==> config.mk <==
export PLATFORM = sky130hd
export DESIGN_NAME = uart_tx_sched
export DESIGN_NICKNAME = d
export VERILOG_FILES = /design/src/rtl/uart_pkg.sv /design/src/rtl/uart_rr_pick.sv /design/src/rtl/uart_tx_sched.sv
export SDC_FILE = /design/constraint.sdc
export NUM_CORES = 1
export LEC_CHECK = 0
export ABC_AREA = 0
export ABC_CLOCK_PERIOD_IN_PS = 3500
export BUFFER_PORTS_ARGS = -buffer_cell sky130_fd_sc_hd__buf_2
export CAP_MARGIN = 40
export CORE_UTILIZATION = 30
export DETAILED_ROUTE_END_ITERATION = 10
export PLACE_DENSITY_LB_ADDON = 0.3
export SETUP_SLACK_MARGIN = 0.3
export SLEW_MARGIN = 40
export SYNTH_ARGS = -nofsm -noshare
export SYNTH_HDL_FRONTEND = slang
export SYNTH_SLANG_ARGS = --single-unit
==> constraint.sdc <==
create_clock -name clk -period 3.5 [get_ports clk]
set_input_delay 0.35 -clock clk [delete_from_list [all_inputs] [get_ports clk]]
set_output_delay 0.35 -clock clk [all_outputs]
set_load 0.03 [all_outputs]
==> src/rtl/uart_pkg.sv <==
// Shared UART definitions: scheduler state encoding, default byte width and the
// baud divisor table (clk_sys cycles per bit at 50 MHz) used by the top level.
package uart_pkg;

    localparam int DW_DEF = 8;

    typedef enum logic [1:0] {
        ST_IDLE      = 2'd0,
        ST_BUSY_WAIT = 2'd1,
        ST_DONE_WAIT = 2'd2
    } sched_state_t;

    // 1200, 2400, 4800, 9600, 14400, 19200, 28800, 38400, 57600, 115200, 230400, 460800 baud
    localparam int unsigned BAUD_K [0:11] = '{
        41667, 20833, 10417, 5208, 3472, 2604, 1736, 1302, 868, 434, 217, 109
    };

endpackage

==> src/rtl/uart_rr_pick.sv <==
// Round-robin picker: rotate req so last+1 sits at bit 0, take the lowest set bit,
// then rotate the index back.
module uart_rr_pick #(
    parameter int  N_REQ = 4,
    localparam int IW    = $clog2(N_REQ)
) (
    input  logic [N_REQ-1:0] req,
    input  logic [IW-1:0]    last,
    output logic [IW-1:0]    winner,
    output logic             any
);

    logic [N_REQ-1:0] rot;
    logic [IW-1:0]    off;
    int               idx;

    always_comb begin
        rot = N_REQ'({req, req} >> (int'(last) + 1));
        off = '0;
        for (int i = N_REQ - 1; i >= 0; i--) begin
            if (rot[i]) off = IW'(i);
        end
        idx = int'(off) + int'(last) + 1;
        if (idx >= N_REQ) idx = idx - N_REQ;
        winner = IW'(idx);
    end

    assign any = |req;

endmodule

==> src/rtl/uart_tx_sched.sv <==
// Round-robin scheduler sharing one tx_engine among N_REQ byte producers; only one
// byte is in flight at a time, sequenced by watching the engine's txrdy.
//
//   state        | meaning
//   ST_IDLE      | waiting for enable & txrdy & a pending request
//   ST_BUSY_WAIT | byte loaded, waiting for txrdy to fall (bounded by TO_CYC)
//   ST_DONE_WAIT | engine shifting the frame, waiting for txrdy to return
module uart_tx_sched
    import uart_pkg::*;
#(
    parameter int  N_REQ  = 4,
    parameter int  DW     = DW_DEF,
    parameter int  TO_CYC = 15,
    localparam int IW     = $clog2(N_REQ),
    localparam int CW     = $clog2(TO_CYC + 1)
) (
    input  logic                clk,
    input  logic                reset,
    input  logic                enable,
    input  logic [N_REQ-1:0]    req,
    input  logic [N_REQ*DW-1:0] req_data,
    output logic [N_REQ-1:0]    ack,
    input  logic                txrdy,
    output logic                load,
    output logic [DW-1:0]       out_port,
    output logic [IW-1:0]       gnt_id,
    output logic                busy,
    output logic                err
);

    sched_state_t     state, state_nx;
    logic [CW-1:0]    cnt, cnt_nx, cnt_inc;
    logic [IW-1:0]    last, last_nx;
    logic [IW-1:0]    winner;
    logic             any;
    logic             load_nx, err_nx;
    logic [N_REQ-1:0] ack_nx;
    logic [DW-1:0]    out_nx;
    logic [IW-1:0]    gnt_nx;

    uart_rr_pick #(.N_REQ(N_REQ)) u_pick (
        .req    (req),
        .last   (last),
        .winner (winner),
        .any    (any)
    );

    // Saturating so a stalled count can never wrap back into range.
    assign cnt_inc = (cnt == CW'(TO_CYC)) ? cnt : cnt + 1'b1;

    always_comb begin
        state_nx = state;
        cnt_nx   = cnt;
        last_nx  = last;
        out_nx   = out_port;
        gnt_nx   = gnt_id;
        load_nx  = 1'b0;
        ack_nx   = '0;
        err_nx   = 1'b0;
        case (state)
            ST_IDLE: begin
                if (enable && txrdy && any) begin
                    state_nx       = ST_BUSY_WAIT;
                    load_nx        = 1'b1;
                    ack_nx[winner] = 1'b1;
                    out_nx         = req_data[int'(winner)*DW +: DW];
                    gnt_nx         = winner;
                    last_nx        = winner;
                    cnt_nx         = '0;
                end
            end
            ST_BUSY_WAIT: begin
                if (!txrdy) begin
                    state_nx = ST_DONE_WAIT;
                    cnt_nx   = '0;
                end else begin
                    cnt_nx = cnt_inc;
                    if (cnt_inc == CW'(TO_CYC)) begin
                        err_nx   = 1'b1;
                        state_nx = ST_IDLE;
                    end
                end
            end
            ST_DONE_WAIT: begin
                if (txrdy) state_nx = ST_IDLE;
            end
            default: state_nx = ST_IDLE;
        endcase
    end

    always_ff @(posedge clk or negedge reset) begin
        if (!reset) begin
            state    <= ST_IDLE;
            cnt      <= '0;
            last     <= IW'(N_REQ - 1);
            load     <= 1'b0;
            ack      <= '0;
            out_port <= '0;
            gnt_id   <= '0;
            busy     <= 1'b0;
            err      <= 1'b0;
        end else begin
            state    <= state_nx;
            cnt      <= cnt_nx;
            last     <= last_nx;
            load     <= load_nx;
            ack      <= ack_nx;
            out_port <= out_nx;
            gnt_id   <= gnt_nx;
            busy     <= (state_nx != ST_IDLE);
            err      <= err_nx;
        end
    end

endmodule

==> Word-level counts from Yosys, hierarchy flattened <==
Index checks and enable logic that the tools add are counted.
{ "word_totals": {"out_inout_bits": 17, "word_cells": 56, "inputBits": 40, "reg_bits": 25} }
{ "op_classes": {"shift": 2, "n_mux": 23, "n_addsub": 5, "magnitude_cmp": 3, "n_eq_ne": 5, "n_reduce_logical": 9} }
{ "op_table": {"columns": ["operator", "n"], "rows": [
  ["32-bit by 4-bit >= comparator with 1-bit output (second input constant)", 1],
  ["32-bit by 6-bit indexed part select with 8-bit output", 1],
  ["8-bit by 32-bit >> shifter with 4-bit output", 1],
  ["4-bit two-way mux", 5],
  ["2-bit two-way mux", 9],
  ["4-bit equality test (second input constant)", 2],
  ["4-bit one-hot mux with 2 select lines", 1],
  ["1-bit two-way mux", 6],
  ["2-bit one-hot mux with 3 select lines", 1],
  ["3-bit by 1-bit adder with 4-bit output (second input constant)", 1],
  ["4-bit by 1-bit adder with 4-bit output (second input constant)", 1],
  ["2-bit AND reduction", 2],
  ["2-bit nonzero test", 2],
  ["4-bit OR reduction", 1],
  ["2-bit by 1-bit adder with 3-bit output (second input constant)", 1],
  ["2-bit by 2-bit adder with 3-bit output", 1],
  ["1-bit logical AND", 3],
  ["2-bit by 3-bit less-than comparator with 1-bit output (second input constant)", 1],
  ["1-bit demux with 2-bit select", 1],
  ["2-bit by 1-bit equality test with 1-bit output (second input constant)", 1],
  ["2-bit equality test (second input constant)", 1],
  ["2-bit by 1-bit >= comparator with 1-bit output (second input constant)", 1],
  ["2-bit zero test", 1],
  ["2-bit inequality test (second input constant)", 1],
  ["2-bit by 1-bit subtractor with 2-bit output (second input constant)", 1]
]} }

==> Longest topological paths before layout <==
{ "logic_depth": {"depth_word": 16, "ltp_mapped": 10, "mapped_depth_nobuf": 9} }

==> By module <==
Synthesis repeated with hierarchy kept, for this count alone.
{ "unflattened": {"cells_unflattened": 117, "hier_area_um2": 1468.9} }
{ "by_module_without_submodules": {"columns": ["mod", "cells_each", "seq_area_each_um2", "area_each_um2", "instances"], "rows": [
  ["uart_tx_sched", 91, 628.1, 1293.7, 1],
  ["uart_rr_pick", 26, 0.0, 175.2, 1]
]} }

==> Worst setup path after synthesis <==
No wires, ideal clock.
{ "synth_timing": {"path_kind": "reg-to-reg", "from": "reg last[1]", "to": "reg out_port[1]", "arrival_ps": 2370, "synth_period_minus_slack_ps": 2465, "path_slack_ps": 1035, "path_stages_with_launch": 11, "required_ps": 3404, "cell_sequence": "dfstp_2 buf_4 or2b_1 a21oi_1 o221ai_1 o21ai_0 ha_1 clkbuf_1 buf_1 a221oi_1 o31ai_1"} }
{ "synth_between": {"elab_chain_len": 11, "elab_cells_between_ends": 12, "cone_classes": "add/sub (4); order compare (1); shift (2); mux (5)"} }
{ "synth_lines": {"columns": ["item", "line_no", "text"], "rows": [
  ["from (decl)", "uart_tx_sched.sv:33", "logic [IW-1:0] last, last_nx;"],
  ["from (signal assigned)", "uart_tx_sched.sv:95", "last <= IW'(N_REQ - 1);"],
  ["from (signal assigned)", "uart_tx_sched.sv:105", "last <= last_nx;"],
  ["2-bit by 1-bit adder with 3-bit output", "uart_rr_pick.sv:18", "rot = N_REQ'({req, req} >> (int'(last) + 1));"],
  ["8-bit by 32-bit >> shifter with 4-bit output", "uart_rr_pick.sv:18", null],
  ["2-bit two-way mux (4 in a row)", "uart_rr_pick.sv:21", "if (rot[i]) off = IW'(i);"],
  ["2-bit by 2-bit adder with 3-bit output (*)", "uart_rr_pick.sv:23", "idx = int'(off) + int'(last) + 1;"],
  ["3-bit by 1-bit adder with 4-bit output (*)", "uart_rr_pick.sv:23", null],
  ["32-bit by 4-bit >= comparator with 1-bit output or 2-bit by 1-bit subtractor with 2-bit output (tied branches)", "uart_rr_pick.sv:24", "if (idx >= N_REQ) idx = idx - N_REQ;"],
  ["2-bit two-way mux (*)", "uart_rr_pick.sv:24", null],
  ["32-bit by 6-bit indexed part select with 8-bit output (*)", "uart_tx_sched.sv:66", "out_nx = req_data[int'(winner)*DW +: DW];"],
  ["to (signal assigned)", "uart_tx_sched.sv:108", "out_port <= out_nx;"],
  ["to (decl)", "uart_tx_sched.sv:25", "output logic [DW-1:0] out_port,"]
]} }
Mark *: on every way between the ends. The rest lies on a longest branch, timed or not.
A chain may end at the register's enable or synchronous reset.

==> Worst setup path in the final report <==
{ "layout_timing": {"from": "reg last[1]", "to": "reg out_port[3]"} }
The elaborated chain is that of the path after synthesis.

==> impl_metrics.ini <==
[status]
status = finished clean

[logic_synthesis]
ys_types = 46
yosys.area.top_type_share = 0.3752
syn_nets = 203
synth-warning-count = 0
synth_top_family_by_area = compound AO/OA/AOI/OAI gates
yosysMostFrequentCell = dfrtp_1
yosys.area_share.xor_xnor = 0.02284
synth_area_leader_cell = dfrtp_1
synth_area_leaders = dfrtp_1, nor2b_1, nand2_1
async_reset_ff_frac = 1.000
synth_fa_ha_area_frac = 0.01631
syn_area_mm2 = 0.001534
ys.flop_type = dfrtp_1
synthCells = 161
ys_seq_area_frac = 0.4095
synth_edf_count = 0
synth_commonest_cells = dfrtp_1, nand2_1, nor2b_1
yosys.area_share.simple = 0.2537
synthMuxAreaShare = 0.006525
syn_area_per_cell_um2 = 9.528
synth_compound_area_frac = 0.2586
ys_ff_latch = 25

[floorplan]
fp.dieArea_mm2 = 0.005403
die_y_um = 73.51
die_x_um = 73.51
initial_core_util = 0.3184
rows = 25
io_pins = 57
core_area_mm2 = 0.004817

[power_and_ir_drop]
seqPwrFrac = 0.296
powerDensity_mw_per_mm2 = 816.8
p_leak_nw = 0.8818
ir_drop_mv = 0.3042
pwr-share-clk = 0.104
p_comb_frac = 0.600
swShare = 0.4836
p_switching_uw = 761.1
internal_power_uw = 812.8

[worst_setup_path]
cp-end-kind = flop
worstPathCellList = or2b_1 > a21oi_1 > o221ai_1 > o21ai_0 > ha_1 > nor2b_1 > a2111oi_0 > o31ai_1
cp_slowest_cell = ha_1
critPathArrivalTime_ns = 2.85
r2r_start = last[1]
crit_start = last[1]
critPathRequiredTime_ns = 3.63
path_class = reg2reg
worstPathMaxFanout = 29
cpPeakStageDelay_ns = 0.84
start_kind = flop

[routing]
firstDrtPassIters = 4
routed_wl_mm = 3.702
drt-wirelength-per-cell_um = 13.04
ant_nets = 0
vias = 1397
drc = 0
routed_via_density = 4.919
drt-initial-drc-count = 111

[placed_design]
gp_congestion = 0.8163
portBuffers = 56
hpwl_mm = 2.861
dpl_cell_area_mm2 = 0.001882
dp_cells = 280

[global_route]
grt_overflow_total = 0
grt_pass1_vias = 1251
grt_use_total = 0.1428
grt_max_degree = 30
grt_pass1_wl_mm = 5.851
antenna_found_initial = 0

[clock_tree]
htree_levels = 1
worstSkewPairLatency_ns = 0.26
cts-root-buf = clkbuf_8
clk_pin_slew_worst_paths_ns = 0.08
clockBufferDepth = 2
post-cts-setup-buffers = 0
cts_resized = 0
cts_sinks = 25
cts_tree = built
cts-buffers-inserted = 3
hold_buffers = 0

[timing]
fmax_mhz = 367.8
setup_viol = 0
slew_headroom = 0.4456
rsz0062_at_grt = no
period_share = 0.7769
tightest_slew_ns = 0.8316
maxSlewViolCount = 0
hold_viol = 0
fin_tns_setup_ns = 0
period_minus_slack_ns = 2.719
fin_skew_ns = 0.0006225

[final_layout]
antenna_cells = 0
finalNetCount = 260
syn2layout_area_growth_pct = 25.61
fin_cells = 284
final_area_mm2 = 0.001927
layout-drive-gt1-share = 0.3318

[worst_hold_path]
hold_class = in2async

[run]
cap_viol_max_count = 0
-- per-layer routing --
layer,wire length (um),global-route usage,up-vias,part of all wire
met4,27,0.04487,0,0.0073
met1,1769,0.1875,631,0.48
met5,0,0,-,0
met2,1677,0.2416,51,0.45
met3,227,0.02058,2,0.061
li1,-,-,713,-
-- cells by family after synthesis --
kind of cell	Yosys count
and+or+nand+nor	69
AOI/OAI and AO/OA	50
DFF	25
buffers and inverters	10
xor gates and xnor gates	4
adders and majority gates	2
muxes	1
-- placed cells by master (no fill, tap or decap), types with 2 or more instances in the layout --
| master | synthesis | routed |
|---|---|---|
| xnor2_1 | 3 | 3 |
| ha_1 | 2 | 2 |
| nor2_1 | 10 | 10 |
| a221oi_1 | 8 | 8 |
| a2111oi_0 | 7 | 7 |
| a21oi_1 | 4 | 4 |
| nand3_1 | 2 | 2 |
| nor3_1 | 3 | 3 |
| buf_2 | 1 | 56 |
| dfrtp_1 | 23 | 23 |
| nor2b_1 | 19 | 19 |
| buf_4 | 1 | 3 |
| inv_1 | 3 | 3 |
| clkbuf_8 | 0 | 3 |
| nand2_1 | 22 | 22 |
| o21ai_0 | 8 | 8 |
| o21ai_1 | 2 | 2 |
| dfstp_2 | 2 | 2 |
| o31ai_1 | 8 | 8 |
| nand2b_1 | 2 | 2 |
| and3b_1 | 2 | 2 |
| o21a_1 | 2 | 2 |
-- layout make-up --
type,count,area [um^2]
flip-flops and latches,25,628.1
inverters,3,11.26
well taps,67,83.83
fillers,524,2890
repair buffers,59,302.8
clock buffers,4,45.04
multi-input cells,126,855.8
-- per-stage QoR --
step	hold slack, ns	utilization	power (mW)	setup WS (ns)
floorplan	0.05441	-	1.167	1.035
global placement	0.3740	0.3906	1.404	0.8760
detailed placement	0.3770	0.3906	1.417	0.8175
CTS	0.08764	0.4000	1.585	0.7937
global route	0.1078	0.4000	1.698	0.5115
finish	0.06767	0.4000	1.574	0.7808
-- power by group through the flow --
| stage | registers (mW) | logic, mW | clock network [mW] |
|---|---|---|---|
| after global placement | 0.471 | 0.933 | 0 |
| after floorplan | 0.584 | 0.583 | 0 |
| after CTS | 0.468 | 0.946 | 0.171 |
| after global routing | 0.482 | 1.03 | 0.184 |
| after detailed placement | 0.472 | 0.945 | 0 |
| final | 0.465 | 0.945 | 0.164 |
-- path summary, 6_finish.rpt --
check	slack [ns]	depth (start not counted)	end
max in group asynchronous	3.06	1	last[0]
worst min register to register	0.48	2	gnt_id[1]
worst max-delay path	0.78	8	out_port[3]
min in group clk	0.31	2	state[1]
worst max register to register	0.78	8	out_port[3]
worst min-delay path	0.07	1	out_port[3]
-- critical path: cells and delay by family, from the launching register on --
kind                     cells  cell delay, ns
AO/OA/AOI/OAI                5            0.87
adder cells (fa/ha/maj)      1            0.84
flip-flops                   1            0.65
AND/OR/NAND/NOR              2            0.22
-- sequential cells by signal (all words and copies together), names as in the netlist --
register	count
err	1
busy	1
load	1
cnt	4
last	2
gnt_id	2
ack	4
state	2
out_port	8
(Power assumes the default switching activity.)
